--- config.mk ---
export PLATFORM = sky130hd
export DESIGN_NAME = emu_time_mgr
export DESIGN_NICKNAME = d
export VERILOG_FILES = /design/src/rtl/emu_time_mgr.sv
export SDC_FILE = /design/constraint.sdc
export NUM_CORES = 1
export LEC_CHECK = 0
export ABC_AREA = 1
export CAP_MARGIN = 20
export CORE_ASPECT_RATIO = 1.4
export CORE_UTILIZATION = 57
export CTS_CLUSTER_SIZE = 20
export DETAILED_ROUTE_END_ITERATION = 7
export GPL_TIMING_DRIVEN = 0
export PLACE_DENSITY_LB_ADDON = 0.08
export SYNTH_ARGS = -nofsm -noshare
export SYNTH_HDL_FRONTEND = slang
export SYNTH_SLANG_ARGS = --single-unit
--- constraint.sdc ---
create_clock -name emu_clk -period 13 [get_ports emu_clk]
set_input_delay 2.6 -clock emu_clk [delete_from_list [all_inputs] [get_ports emu_clk]]
set_output_delay 2.6 -clock emu_clk [all_outputs]
set_load 0.05 [all_outputs]
--- src/rtl/emu_time_mgr.sv ---
// Emulator timestep arbiter: grants the smallest enabled dt request, tracks
// absolute emulated time and step count, and handles pause / stop-at-time.

// Per-requester masking: a disabled requester presents DT_MAX, so it never
// wins the min tree.
module emu_dt_lane #(
  parameter int DT_WIDTH = 16
) (
  input  logic                en,
  input  logic [DT_WIDTH-1:0] req,
  output logic [DT_WIDTH-1:0] eff
);
  assign eff = en ? req : {DT_WIDTH{1'b1}};
endmodule

module emu_time_mgr #(
  parameter int N_REQ      = 2,
  parameter int DT_WIDTH   = 16,
  parameter int TIME_WIDTH = 32,
  parameter int STEP_WIDTH = 32
) (
  input  logic                      emu_clk,
  input  logic                      emu_rst_n,
  input  logic [N_REQ*DT_WIDTH-1:0] dt_req,
  input  logic [N_REQ-1:0]          req_en,
  input  logic                      pause,
  input  logic                      stop_en,
  input  logic [TIME_WIDTH-1:0]     t_stop,
  output logic [DT_WIDTH-1:0]       emu_dt,
  output logic [TIME_WIDTH-1:0]     emu_time,
  output logic [STEP_WIDTH-1:0]     step_cnt,
  output logic                      running,
  output logic                      done
);
  typedef enum logic [1:0] {RUN, PAUSED, STOPPED} state_t;

  localparam logic [TIME_WIDTH-1:0] T_ONES = {TIME_WIDTH{1'b1}};
  localparam logic [DT_WIDTH-1:0]   DT_MAX = {DT_WIDTH{1'b1}};

  state_t state, state_nxt;

  logic [N_REQ-1:0][DT_WIDTH-1:0] lane_dt;
  logic [DT_WIDTH-1:0]            req_min;
  logic [TIME_WIDTH-1:0]          cand, rem, headroom, time_nxt;
  logic                           stop_hit;

  for (genvar i = 0; i < N_REQ; i++) begin : g_lane
    emu_dt_lane #(.DT_WIDTH(DT_WIDTH)) u_lane (
      .en  (req_en[i]),
      .req (dt_req[i*DT_WIDTH +: DT_WIDTH]),
      .eff (lane_dt[i])
    );
  end

  // Min over all lanes; empty enable mask naturally yields DT_MAX.
  always_comb begin
    req_min = DT_MAX;
    for (int i = 0; i < N_REQ; i++)
      if (lane_dt[i] < req_min) req_min = lane_dt[i];
  end

  // Granted step: gated by state/pause/reset, clipped to stop time and to
  // the remaining time headroom so emu_time lands exactly and saturates.
  always_comb begin
    rem      = (t_stop > emu_time) ? (t_stop - emu_time) : '0;
    headroom = T_ONES - emu_time;
    cand     = {{(TIME_WIDTH-DT_WIDTH){1'b0}}, req_min};
    if (stop_en && rem < cand) cand = rem;
    if (headroom < cand)       cand = headroom;
    if (!emu_rst_n || state != RUN || pause) cand = '0;
    emu_dt   = cand[DT_WIDTH-1:0];
    time_nxt = emu_time + cand;
  end

  // Next state; pause has priority, then stop (explicit or saturation).
  always_comb begin
    state_nxt = state;
    stop_hit  = (stop_en && time_nxt >= t_stop) || (time_nxt == T_ONES);
    unique case (state)
      RUN:     if (pause) state_nxt = PAUSED;
               else if (stop_hit) state_nxt = STOPPED;
      PAUSED:  if (!pause) state_nxt = stop_hit ? STOPPED : RUN;
      STOPPED: if (pause) state_nxt = PAUSED;
               else if ((!stop_en || t_stop > emu_time) && emu_time != T_ONES)
                 state_nxt = RUN;
      default: state_nxt = RUN;
    endcase
  end

  // State, time and step counter registers.
  always_ff @(posedge emu_clk or negedge emu_rst_n) begin
    if (!emu_rst_n) begin
      state    <= RUN;
      emu_time <= '0;
      step_cnt <= '0;
    end else begin
      state    <= state_nxt;
      emu_time <= time_nxt;
      if (emu_dt != '0) step_cnt <= step_cnt + 1'b1;
    end
  end

  assign running = emu_rst_n && (state == RUN);
  assign done    = emu_rst_n && (state == STOPPED);
endmodule
---- Yosys cells after proc, flatten, opt, wreduce, memory -nomap -nowiden ----
Index checks and enable logic that the tools add are counted.
storage, ports and cells
  bits of input ports ..................... 70
  bits in registers ....................... 66
cells by class
  equality and inequality tests ........... 7
  reductions and logical operators ........ 15
  muxes and demuxes ....................... 15
  $add $sub $neg .......................... 4
  magnitude comparators ................... 6
operator list
  operator                  count
  $mux W32                  4
  $mux W16                  4
  $add A32 B1 Y32 const B   1
  $add A32 B32 Y32          1
  $eq A32 B32 Y1 const B    1
  $ge A32 B32 Y1            1
  $gt A32 B32 Y1            1
  $lt A32 B16 Y1            1
  $lt A32 B32 Y1            1
  $ne A32 B32 Y1 const B    1
  $sub A32 B32 Y32          1
  $sub A32 B32 Y32 const A  1
  $lt A16 B16 Y1            1
  $lt A16 B16 Y1 const B    1
  $reduce_bool A16 Y1       1
  $mux W2                   6
  $ne A3 B3 Y1 const B      2
  $pmux W2 S3               1
  $logic_and A1 B1 Y1       5
  $logic_or A1 B1 Y1        4
  $reduce_and A3 Y1         1
  $eq A2 B1 Y1 const B      1
  $eq A2 B2 Y1 const B      1
  $logic_not A1 Y1          2
  3 further kinds           3

---- Depth between registers and ports, before layout ----
Gate-level depths: netlist of the first run.
  depth in word-level cells ............... 18
  depth in mapped cells ................... 77
  mapped depth without buffers ............ 71

---- Modules after synthesis ----
A second synthesis of the first run with hierarchy kept.
second synthesis, totals
  cells, all modules ...................... 1693
  area, all modules ....................... 10551.4 µm²
modules (own cells, without submodules)
  module        area each (µm²)  cells each  instances
  emu_time_mgr  10233.6          1625        1
  emu_dt_lane   158.9            34          2

---- Worst setup path after synthesis of the first run ----
OpenSTA, ideal clock, no wires.
  path kind ............................... input to register
  start point ............................. input port req_en[1]
  end point ............................... register state[1]
  data arrival time ....................... 11.653 ns
  stages .................................. 71
  slack ................................... 1.223 ns
  buffers on the path ..................... 7
  cell sequence ........................... inv_1 -> clkbuf_1 -> or2_2 -> ha_1 -> inv_1 -> a21oi_1 -> nand3_1 -> nand2_1 -> nand2_1 -> nand2_1 -> nand2_1 -> nand2_1 -> clkbuf_1 -> clkbuf_1 -> nand2_1 -> o21ai_0 -> ha_1 -> nand2_1 -> [35 not listed] -> o21bai_1 -> a21boi_1 -> o21ai_0 -> a21boi_0 -> o21ai_1 -> nand2_1 -> nand2_1 -> xnor2_1 -> inv_1 -> ha_1 -> nand2_1 -> inv_1 -> a221oi_1 -> o221ai_1 -> nand2_1 -> nand2_1 -> o211ai_1 -> nand2_1
between the ends
  cells in the longest elaborated chain, start to end .. 16
  elaborated cells on any way between the ends .. 19
ends and longest elaborated chain
  what                    line  source
  start: declaration      25    input logic [N_REQ-1:0] req_en,
  $mux W16 (*)            13    assign eff = en ? req : {DT_WIDTH{1'b1}};
  $lt A16 B16 Y1          59    if (lane_dt[i] < req_min) req_min = lane_dt[i];
  $mux W16 (*)            59
  $lt A32 B16 Y1          68    if (stop_en && rem < cand) cand = rem;
  $logic_and A1 B1 Y1     68
  $mux W32 (*)            68
  $lt A32 B32 Y1          69    if (headroom < cand) cand = headroom;
  $mux W32 (*)            69
  $mux W32 (*)            70    if (!emu_rst_n || state != RUN || pause) cand = '0;
  named net emu_dt[3]     29    output logic [DT_WIDTH-1:0] emu_dt,
  $add A32 B32 Y32 (*)    72    time_nxt = emu_time + cand;
  named net time_nxt[28]  44    logic [TIME_WIDTH-1:0] cand, rem, headroom, time_nxt;
  $ge A32 B32 Y1          78    stop_hit = (stop_en && time_nxt >= t_stop) || (time_nxt == T_ONES);
  $logic_and A1 B1 Y1     78
  $logic_or A1 B1 Y1 (*)  78
  $mux W2 (2 in a row)    82    PAUSED: if (!pause) state_nxt = stop_hit ? STOPPED : RUN;
  $pmux W2 S3             79    unique case (state)
  end signal: assignment  97    state <= state_nxt;
  end: declaration        40    state_t state, state_nxt;
The timed path passes the listed nets; every way through them passes the cells marked *. The select of a mux whose other input is x is not followed.
A chain may end at the register's enable or synchronous reset.

---- Worst setup path after layout of the first run ----
  start point ............................. input port t_stop[0]
  end point ............................... register state[1]
between the ends
  cells in the longest elaborated chain, start to end .. 15
  elaborated cells on any way between the ends .. 22
ends and longest elaborated chain
  what                                                       line  source
  start: declaration                                         28    input logic [TIME_WIDTH-1:0] t_stop,
  $sub A32 B32 Y32 / $gt A32 B32 Y1 (equally long branches)  65    rem = (t_stop > emu_time) ? (t_stop - emu_time) : '0;
  $mux W32 (*)                                               65
  $lt A32 B16 Y1                                             68
  $logic_and A1 B1 Y1                                        68
  $mux W32 (*)                                               68
  $lt A32 B32 Y1                                             69
  $mux W32 (*)                                               69
  $mux W32 (*)                                               70
  $add A32 B32 Y32 (*)                                       72
  named net time_nxt[30]                                     44
  $ge A32 B32 Y1                                             78
  $logic_and A1 B1 Y1                                        78
  $logic_or A1 B1 Y1 (*)                                     78
  $mux W2 (2 in a row)                                       82
  $pmux W2 S3                                                79
Marked as above.

==> results.txt, run 1 <==
----------------------------------------------------
[Critical path]
  Worst path max stage delay ... 0.48 ns
  CP Depth ... 72
  Startpoint-to-endpoint class of the critical path ... input port to flip-flop
  Critical path peak fanout ... 19
  Startpoint class of the critical path ... input port
  End point of the critical path ... state[1]$_DFFE_PN0P_
  Worst reg2reg setup slack ... 2.54 ns
  RR Endpoint ... state[1]$_DFFE_PN0P_
  Startpoint of the lowest-slack register-to-register path ... emu_time[19]$_DFF_PN0_
  Reg2reg path depth ... 66
  Critical Path AT ... 12.84 ns
  Beginning of the critical path ... t_stop[0]
  Critical path required time ... 13.27 ns
  CP bufs+invs ... 12
  Most Frequent Cell on Critical Path ... sky130_fd_sc_hd__nand2_1
  Kind of capture point of the worst setup path ... flip-flop
  Kind of cell adding the most delay to the critical path ... simple AND/OR/NAND/NOR gates
  Slowest cell on the critical path ... sky130_fd_sc_hd__clkdlybuf4s50_1

[Die]
  Effective utilization at floorplan ... 58.21%
  Row count ... 57
  Area of the die ... 18240 sq um
  Core Footprint ... 17330 sq um
  Number of placed I/O pins ... 152
  Y dimension of the die ... 159.4 um
  Die Span X ... 114.4 um

[Global routing]
  Initial antenna violation count ... 0
  Combined global-route utilization of all metal layers ... 35.28%
  Pin count of the biggest net entering global routing ... 69
  Overflow left after global routing ... 0
  Number of global-route vias before repair ... 10584
  Wire length of the first global-routing pass ... 50750 um

[Timing]
  Setup_tns ... 0 ns
  Clock Skew ... 0.009085 ns
  Final worst path period share ... 96.70%
  Worst relative slew slack ... 40.41%
  Crit path time final ... 12.57 ns
  Final hold viol count ... 0
  Transition time at the pin with the least slew margin ... 0.8938 ns
  Highest attainable clock frequency ... 79.55 MHz
  Setup Viol. Count Final ... 0
  Pins Over Slew Limit ... 0

[Route]
  Via count normalized by instance count ... 5.569
  Total DRC errors in the routed layout ... 0
  DR WL/cell ... 16.13 um
  Final Routed Wirelength ... 32340 um
  Post-route antenna net violation count ... 0
  Violation count after the first detailed-route iteration ... 850
  First-pass detailed-route iteration total ... 5
  DR vias ... 11165

[Synthesis]
  Main flop type after synthesis ... sky130_fd_sc_hd__dfrtp_1
  Proportion of synthesized chip area in sequential cells ... 16.37%
  Post-synthesis instance area ... 10090 sq um
  Post-synthesis area per instance ... 6.409 sq um
  Count of unique library cells instantiated by Yosys ... 49
  Post-synth ARST share ... 100.0%
  Yosys warning count ... 0
  Number of instances in the synthesized netlist ... 1574
  Number of enable-type register cells in the synthesized netlist ... 0
  #FFs+latches synth ... 66

[Layout]
  Inserted Diodes ... 0
  Final Cell Area ... 12580 sq um
  Filler cell count in the final layout ... 1559
  Non-filler instance count after layout ... 2005
  Post-synthesis to final-layout area growth ... 24.75%
  Nets ... 1991
  Fraction of final layout cells sized beyond drive strength 1 ... 8.705%

[Clock tree]
  Clock network latency to the later pin of the worst-skew pair ... 0.34 ns
  Htree depth ... 3
  Num Clock Sinks ... 66
  Count of hold-fix buffers inserted at cts ... 0
  Root buffer cell ... sky130_fd_sc_hd__clkbuf_16
  TritonCTS Buffers ... 9
  Post-CTS clock slew at the launch and capture registers of the worst setup and hold paths ... 0.06 ns
  Maximum root-to-sink buffer count ... 2
  Clock tree from TritonCTS ... yes

[Power and ir drop]
  Switch share ... 57.57%
  Switching power total ... 1.664 mW
  Leakage power figure ... 6.695 nW
  Clock network fraction of design power ... 9.4%
  Proportion of power drawn by flip-flops and latches ... 13.3%
  Maximum vdd ir drop ... 0.0001078 V
  Power Internal ... 1.227 mW
  Power Dens Cells ... 229.7 nW/um^2
  Combinational power share ... 77.3%

[Hold path]
  Hold_sp ... state[0]$_DFFE_PN0P_
  Class of the most critical hold timing path ... flip-flop to flip-flop

[Placement]
  Placer's final routability congestion estimate ... 0.9866
  HPWL after DPL ... 26700 um
  Number of placed instances, taps included ... 1976
  Number of input and output port buffers inserted ... 151
  Placed cell area ... 11950 sq um

[Job]
  Total of max-cap violations ... 0

[Run status]
  Run status ... completed

----------------------------------------------------
repair_timing:
item	in CTS	in global routing
pin swaps	6	15
gates resized for setup	38	27
setup endpoints to repair	25	17
setup buffers	2	13
power groups by stage:
stage	Combinational [mW]	Sequential, mW	Clock [mW]
floorplan	1.37	0.548	0
global placement	2.09	0.381	0
detailed placement	2.12	0.383	0
CTS	2.16	0.379	0.273
global route	2.46	0.390	0.283
finish	2.23	0.385	0.272
cells in the final DEF (no fill, tap or decap), types with 4 or more instances in the layout:
cell / instances
sky130_fd_sc_hd__buf_4: 15
sky130_fd_sc_hd__o21bai_1: 7
sky130_fd_sc_hd__conb_1: 16
sky130_fd_sc_hd__nor2_2: 15
sky130_fd_sc_hd__nand3_1: 69
sky130_fd_sc_hd__o21ai_2: 9
sky130_fd_sc_hd__nand2_1: 415
sky130_fd_sc_hd__inv_2: 6
sky130_fd_sc_hd__nor2_1: 123
sky130_fd_sc_hd__clkbuf_2: 4
sky130_fd_sc_hd__a21o_1: 6
sky130_fd_sc_hd__nand3b_1: 5
sky130_fd_sc_hd__nor3_1: 39
sky130_fd_sc_hd__o221ai_1: 4
sky130_fd_sc_hd__nand3_2: 8
sky130_fd_sc_hd__o21ai_0: 51
sky130_fd_sc_hd__xor2_1: 43
sky130_fd_sc_hd__o21ai_1: 35
sky130_fd_sc_hd__a211oi_1: 7
sky130_fd_sc_hd__inv_1: 231
sky130_fd_sc_hd__a21oi_2: 11
sky130_fd_sc_hd__nand4_1: 41
sky130_fd_sc_hd__nand2_2: 16
sky130_fd_sc_hd__clkbuf_1: 4
sky130_fd_sc_hd__a21boi_2: 5
sky130_fd_sc_hd__ha_1: 154
sky130_fd_sc_hd__xnor2_1: 29
sky130_fd_sc_hd__clkdlybuf4s50_1: 148
sky130_fd_sc_hd__buf_6: 7
sky130_fd_sc_hd__a21oi_1: 95
sky130_fd_sc_hd__or2_2: 14
sky130_fd_sc_hd__clkbuf_16: 9
sky130_fd_sc_hd__dfrtp_1: 66
sky130_fd_sc_hd__nor4_1: 10
final cells by class:
class	instances	area (sq um)	area share [%]
well taps	236	295.3	2.347
repair buffers	166	1639	13.03
clock inverters	6	90.09	0.7159
plain buffers	23	203.9	1.621
clock buffers	10	239.0	1.899
inverters	241	914.6	7.269
flip-flops and latches	66	1652	13.13
multi-input cells	1257	7550	60.00
worst min path at each step:
| stage | to | cells past startpoint |
|---|---|---|
| after floorplan | state[0]$_DFFE_PN0P_ | 1 |
| after global placement | state[0]$_DFFE_PN0P_ | 1 |
| after detailed placement | state[0]$_DFFE_PN0P_ | 1 |
| after CTS | state[0]$_DFFE_PN0P_ | 1 |
| after global routing | state[0]$_DFFE_PN0P_ | 1 |
| final | state[0]$_DFFE_PN0P_ | 1 |
sequential cells by signal, summed over array words and instances (netlist names):
signal,count
state,2
step_cnt,32
emu_time,32
Yosys cell counts (all sizes together) (2+ instances only):
cell	n	area (sq um)
a211oi	8	60.06
a21boi	7	52.55
a21o	6	45.04
a21oi	106	545.5
a31oi	2	12.51
buf	11	115.1
clkbuf	14	56.30
dfrtp	66	1652
fa	2	40.04
ha	155	1939
inv	240	903.4
nand2	434	1689
nand3	77	425.4
nand3b	5	37.54
nand4	41	256.5
nor2	141	580.6
nor3	41	210.2
nor3b	2	15.01
nor4	10	62.56
o211ai	3	22.52
o21a	2	15.01
o21ai	95	475.5
o21bai	8	60.06
o221a	2	22.52
o221ai	4	35.03
or2	14	87.58
xnor2	29	254.0
xor2	43	376.6
stage by stage:
step	setup WS, ns	hold WS [ns]	total power, mW	util [%]
floorplan	1.223	0.4416	1.920	-
global placement	-1.594	0.4566	2.471	68.96
detailed placement	-1.830	0.4651	2.507	68.94
CTS	0.03393	0.4730	2.816	71.47
global route	-0.1002	0.4905	3.130	72.61
finish	0.4289	0.4819	2.891	72.61
cell families after synthesis:
kind of cell    share of synthesized area (%)
simple gates                            33.50
xor+xnor                                6.252
other cells                           0.03718
compound gates                          13.52
flops                                   16.37
fa+ha+maj                               19.62
buf+inv                                 10.69
routing by layer:
| metal | share of wire, % | vias to the layer above | global-route usage, % |
|---|---|---|---|
| met5 | 0 | - | 0 |
| met4 | 5.9 | 0 | 20.72 |
| met3 | 3.9 | 111 | 2.779 |
| met2 | 51 | 390 | 63.28 |
| met1 | 40 | 5113 | 40.29 |
| li1 | - | 5551 | - |
Power figures use the tool's default switching activity.
==> run 2, diff against run 1 <==
SLEW_MARGIN = 10   (was not set)
TNS_END_PERCENT = 50   (was not set)
==> run 2 against run 1 <==
Sequential power barely moved; count of clock-buffer cells in the layout did not move; critical path depth fell by 6; critical path type unchanged.
==> results.txt, run 2 (synthesis gave the netlist of run 1 again) <==
----------------------------------------------------
[Critical path]
  CP bufs+invs ... 11
  Kind of capture point of the worst setup path ... flip-flop
  Worst path max stage delay ... 0.48 ns
  Most Frequent Cell on Critical Path ... sky130_fd_sc_hd__nand2_1
  Critical Path AT ... 12.82 ns
  Critical path peak fanout ... 13
  Reg2reg path depth ... 66
  Startpoint class of the critical path ... input port
  CP Depth ... 66
  Critical path required time ... 13.27 ns
  Slowest cell on the critical path ... sky130_fd_sc_hd__clkdlybuf4s50_1
  Kind of cell adding the most delay to the critical path ... simple AND/OR/NAND/NOR gates
  Startpoint-to-endpoint class of the critical path ... input port to flip-flop

[Die]
  Row count ... 57
  Y dimension of the die ... 159.4 um
  Number of placed I/O pins ... 152
  Area of the die ... 18240 sq um
  Effective utilization at floorplan ... 58.21%
  Die Span X ... 114.4 um
  Core Footprint ... 17330 sq um

[Timing]
  Setup Viol. Count Final ... 0
  Clock Skew ... 0.008700 ns
  Highest attainable clock frequency ... 79.65 MHz
  Transition time at the pin with the least slew margin ... 0.7705 ns
  Worst relative slew slack ... 48.16%
  Final setup margin ... 0.4448 ns
  Final worst path period share ... 96.58%
  Crit path time final ... 12.56 ns
  Setup_tns ... 0 ns
  Final hold viol count ... 0
  Hold Slack ... 0.4844 ns
  Pins Over Slew Limit ... 0

[Placement]
  Placer's final routability congestion estimate ... 0.9866
  Number of input and output port buffers inserted ... 151
  Post-Place Worst Slack ... -1.771 ns
  HPWL after DPL ... 26790 um
  Placed cell area ... 11970 sq um
  Number of placed instances, taps included ... 1977

[Power and ir drop]
  Proportion of power drawn by flip-flops and latches ... 13.3%
  Maximum vdd ir drop ... 0.0001175 V
  Combinational power share ... 77.5%
  Power consumption ... 2.895 mW
  Leakage power figure ... 6.694 nW
  Power Internal ... 1.230 mW
  Clock network fraction of design power ... 9.2%
  Switching power total ... 1.665 mW
  Power Dens Cells ... 229.5 nW/um^2
  Switch share ... 57.51%

[Route]
  Via count normalized by instance count ... 5.557
  First-pass detailed-route iteration total ... 5
  Post-route antenna net violation count ... 0
  Violation count after the first detailed-route iteration ... 742
  Final Routed Wirelength ... 32180 um
  DR WL/cell ... 16.02 um
  Total DRC errors in the routed layout ... 0
  DR vias ... 11158

[Clock tree]
  Htree depth ... 3
  Clock network latency to the later pin of the worst-skew pair ... 0.34 ns
  Maximum root-to-sink buffer count ... 2
  Root buffer cell ... sky130_fd_sc_hd__clkbuf_16
  Clock tree from TritonCTS ... yes
  TritonCTS Buffers ... 9
  Count of hold-fix buffers inserted at cts ... 0
  Post-CTS clock slew at the launch and capture registers of the worst setup and hold paths ... 0.06 ns
  Num Clock Sinks ... 66

[Global routing]
  Wire length of the first global-routing pass ... 50550 um
  Overflow left after global routing ... 0
  Pin count of the biggest net entering global routing ... 37
  Combined global-route utilization of all metal layers ... 35.10%
  Number of global-route vias before repair ... 10579
  Initial antenna violation count ... 0

[Run status]
  Run status ... completed

[Job]
  Total of max-cap violations ... 0

[Layout]
  Nets ... 1994
  Final core utilization ... 72.80%
  FF+latch area ... 1652 sq um
  Post-synthesis to final-layout area growth ... 25.07%
  Filler cell count in the final layout ... 1533
  Commonest non-fill, non-tap cell in the layout ... sky130_fd_sc_hd__nand2_1
  Non-filler instance count after layout ... 2008
  Area used by multi-input combinational logic ... 7560 sq um
  Fraction of final layout cells sized beyond drive strength 1 ... 8.860%
  Final Cell Area ... 12620 sq um
  Commonest non-fill, non-tap cells in the layout ... sky130_fd_sc_hd__nand2_1 (415), sky130_fd_sc_hd__inv_1 (229), sky130_fd_sc_hd__ha_1 (154)
  Largest registers in the final layout ... emu_time: 32 flops, step_cnt: 32 flops, state: 2 flops
  Inserted Diodes ... 0

[Hold path]
  Class of the most critical hold timing path ... flip-flop to flip-flop
  Number of cells on the worst hold path ... 1

----------------------------------------------------
[run 2: final cells by class]
type | count | share of cell area [%]
inverter | 241 | 7.270
timing repair buffer | 169 | 13.21
clock buffer | 10 | 1.815
clock inverter | 6 | 0.7240
sequential | 66 | 13.09
tap | 236 | 2.341
buffer | 23 | 1.627
multi-input combinational | 1257 | 59.92
[run 2: layer usage]
layer,vias up,track usage (%),wire length [um]
met1,5125,39.83,12620
li1,5554,-,-
met3,114,2.589,1241
met4,0,21.84,2129
met5,-,0,0
met2,365,62.78,16190
[run 2: worst paths after layout]
check                                             from                  endpoint  slack, ns
worst min-delay path              state[0]$_DFFE_PN0P_      state[0]$_DFFE_PN0P_       0.48
max in group asynchronous                    emu_rst_n    emu_time[28]$_DFF_PN0_      10.23
worst max register to register  emu_time[19]$_DFF_PN0_      state[1]$_DFFE_PN0P_       2.56
worst max-delay path                        t_stop[17]      state[1]$_DFFE_PN0P_       0.44
min in group asynchronous                    emu_rst_n  step_cnt[10]$_DFFE_PN0P_       2.21
worst min register to register    state[0]$_DFFE_PN0P_      state[0]$_DFFE_PN0P_       0.48
[run 2: power groups by stage]
| stage | logic [mW] | clock network (mW) | registers [mW] |
|---|---|---|---|
| after CTS | 2.16 | 0.268 | 0.378 |
| final | 2.24 | 0.268 | 0.384 |
| after floorplan | 1.37 | 0 | 0.548 |
| after detailed placement | 2.12 | 0 | 0.381 |
| after global placement | 2.09 | 0 | 0.381 |
| after global routing | 2.47 | 0.279 | 0.389 |
[run 2: timing repair]
item	CTS	global route
endpoints found under the setup margin	25	17
cloned	0	0
pin swaps	3	20
buffers inserted	0	17
hold endpoints to repair	0	0
resized for setup	33	38
==> run 3, diff against run 2 <==
CORE_UTILIZATION = 38   (was 57)
SYNTH_HIERARCHICAL = 1   (was not set)
==> run 3 against run 2 <==
Wire length is 10% higher; synthesized cell count grew 7.6%; sequential share of layout area shrank 0.84 points; flip-flop and latch count unchanged; maximum frequency hardly changed; sequential power down 2%; worst setup slack lost 0.012 ns; clock power fell by 13%; count of clock-buffer cells in the layout increased by 2; largest power group unchanged.
==> results.txt, run 3 <==
----------------------------------------------------
[Global routing]
  Combined global-route utilization of all metal layers ... 25.39%
  Met3 Usage GRT ... 1.438%
  Number of global-route vias before repair ... 11057
  Wire length of the first global-routing pass ... 55940 um
  Met2 Resource Use GR ... 48.17%
  Pin count of the biggest net entering global routing ... 46
  Initial antenna violation count ... 0
  Overflow left after global routing ... 0
  Global-route met1 utilization ... 28.54%
  GRT busiest layer ... met2

[Power and ir drop]
  Maximum vdd ir drop ... 0.00008949 V
  Power Dens Cells ... 225.8 nW/um^2
  Leakage power figure ... 7.309 nW

[Layout]
  Largest registers in the final layout ... emu_time: 32 flops, step_cnt: 32 flops, state: 2 flops
  Commonest non-fill, non-tap cell in the layout ... sky130_fd_sc_hd__nand2_1
  Inserted Diodes ... 0
  Post-synthesis to final-layout area growth ... 27.81%
  Non-filler instance count after layout ... 2272
  Nets ... 2131
  Area used by multi-input combinational logic ... 7884 sq um
  Filler cell count in the final layout ... 2838
  Commonest non-fill, non-tap cells in the layout ... sky130_fd_sc_hd__nand2_1 (485), sky130_fd_sc_hd__inv_1 (290), sky130_fd_sc_hd__clkdlybuf4s50_1 (148)
  Fraction of final layout cells sized beyond drive strength 1 ... 10.44%
  Final Cell Area ... 13490 sq um
  FF+latch area ... 1652 sq um

[Die]
  Die Span X ... 142.8 um
  Y dimension of the die ... 199.2 um
  Effective utilization at floorplan ... 38.94%
  Row count ... 71
  Area of the die ... 28450 sq um
  Number of placed I/O pins ... 152
  Core Footprint ... 27090 sq um

[Clock tree]
  Clock network latency to the later pin of the worst-skew pair ... 0.34 ns
  Htree depth ... 3
  Root buffer cell ... sky130_fd_sc_hd__clkbuf_16
  Post-CTS clock slew at the launch and capture registers of the worst setup and hold paths ... 0.05 ns
  Num Clock Sinks ... 66
  Clock tree from TritonCTS ... yes
  Maximum root-to-sink buffer count ... 2
  TritonCTS Buffers ... 9

[Timing]
  Worst relative slew slack ... 43.46%
  Crit path time final ... 12.57 ns
  Highest attainable clock frequency ... 79.57 MHz
  Clock Skew ... 0.007894 ns
  Final setup margin ... 0.4325 ns
  Setup Viol. Count Final ... 0
  Final worst path period share ... 96.67%
  Pins Over Slew Limit ... 0
  Transition time at the pin with the least slew margin ... 0.8371 ns
  Hold Slack ... 0.4665 ns
  Setup_tns ... 0 ns
  Final hold viol count ... 0

[Critical path]
  Kind of capture point of the worst setup path ... output pin
  Startpoint-to-endpoint class of the critical path ... input port to output pin
  Critical path peak fanout ... 11
  Startpoint class of the critical path ... input port
  CP bufs+invs ... 13
  Kind of cell adding the most delay to the critical path ... buffers and inverters
  Slowest cell on the critical path ... sky130_fd_sc_hd__clkdlybuf4s50_1
  Most Frequent Cell on Critical Path ... sky130_fd_sc_hd__nand2_2
  Worst path max stage delay ... 0.82 ns
  Worst reg2reg setup slack ... 2.68 ns
  Critical Path AT ... 9.97 ns
  Critical path required time ... 10.40 ns
  Startpoint of the lowest-slack register-to-register path ... emu_time[27]$_DFF_PN0_
  Beginning of the critical path ... t_stop[11]

[Route]
  DR vias ... 11298
  Via count normalized by instance count ... 4.973
  Final Routed Wirelength ... 35430 um
  First-pass detailed-route iteration total ... 5
  Violation count after the first detailed-route iteration ... 563
  Post-route antenna net violation count ... 0
  Total DRC errors in the routed layout ... 0
  DR WL/cell ... 15.59 um

[Synthesis]
  Proportion of synthesized chip area in sequential cells ... 15.65%
  Library cell with the highest instance count after synthesis ... sky130_fd_sc_hd__nand2_1
  Main flop type after synthesis ... sky130_fd_sc_hd__dfrtp_1
  Post-synth ARST share ... 100.0%
  Post-synth top area cell ... sky130_fd_sc_hd__ha_1
  Top cell types by occurrence after synthesis ... sky130_fd_sc_hd__nand2_1 (487), sky130_fd_sc_hd__inv_1 (295), sky130_fd_sc_hd__ha_1 (155)
  Synth area leaders ... sky130_fd_sc_hd__ha_1 (18%), sky130_fd_sc_hd__nand2_1 (17%), sky130_fd_sc_hd__dfrtp_1 (16%)
  Post-synthesis area per instance ... 6.232 sq um
  #FFs+latches synth ... 66
  Count of unique library cells instantiated by Yosys ... 53
  Share of the synthesized area in the top cell type ... 18.38%
  Number of instances in the synthesized netlist ... 1693
  Yosys warning count ... 6
  Post-synthesis instance area ... 10550 sq um
  Number of enable-type register cells in the synthesized netlist ... 0

[Placement]
  Placer's final routability congestion estimate ... 0.9435
  Number of input and output port buffers inserted ... 149
  Number of placed instances, taps included ... 2223
  Placed cell area ... 12590 sq um
  Post-Place Worst Slack ... -2.211 ns
  HPWL after DPL ... 30050 um

[Job]
  Total of max-cap violations ... 0

[Hold path]
  Class of the most critical hold timing path ... flip-flop to flip-flop
  Hold_sp ... state[0]$_DFFE_PN0P_

[Run status]
  Run status ... completed

----------------------------------------------------
==> run 3: changes by cell type in the layout (fill, tap and decap cells not counted), sizes merged, moves of 6 or more <==
cell	change
inv	+64
nor4	+7
nand4	-13
or2	-12
buf	+27
nor3	-6
nand2	+83
nand3	+11
==> run 3: timing repair <==
item,4_1_cts,5_1_grt
hold buffers,0,0
gates cloned,0,1
buffers inserted,7,27
pin swaps,7,23
resized for setup,37,54
endpoints found under the setup margin,26,17
==> run 3: worst paths after layout <==
kind,end,cells past startpoint
max,emu_dt[15],45
min in group asynchronous,step_cnt[18]$_DFFE_PN0P_,1
max in group asynchronous,emu_time[25]$_DFF_PN0_,2
min,state[0]$_DFFE_PN0P_,1
min reg2reg,state[0]$_DFFE_PN0P_,1
max reg2reg,state[1]$_DFFE_PN0P_,67
==> run 3: logic make-up after synthesis <==
logic type | synth area share [%]
simple gates | 34.60
buf+inv | 13.02
compound gates | 12.53
fa+ha+maj | 18.76
flops | 15.65
xor+xnor | 5.395
other cells | 0.03554
==> run 3: per-stage QoR <==
stage / util, % / power (mW)
6_report: 49.77 / 3.046
5_1_grt: 49.77 / 3.338
4_1_cts: 48.04 / 2.936
3_5_place_dp: 46.45 / 2.641
3_3_place_gp: 46.34 / 2.611
2_1_floorplan: - / 1.982
==> run 3: per-layer routing <==
layer | share of wire [%] | up-vias
li1 | - | 5863
met1 | 41 | 5101
met2 | 51 | 251
met3 | 2.5 | 83
met4 | 5.0 | 0
met5 | 0 | -
==> run 3: power breakdown <==
part	internal (mW)	switching (mW)
registers	0.272	0.106
logic	0.873	1.56
clock network	0.142	0.0920
total	1.29	1.76
==> run 3: layout make-up <==
type	instances	area share, %
Buffer	27	1.939
Sequential cell	66	12.25
Timing Repair Buffer	185	13.36
Tap cell	365	3.387
Multi-Input combinational cell	1310	58.46
Inverter	305	8.536
Clock buffer	12	1.976
Clock inverter	2	0.09278
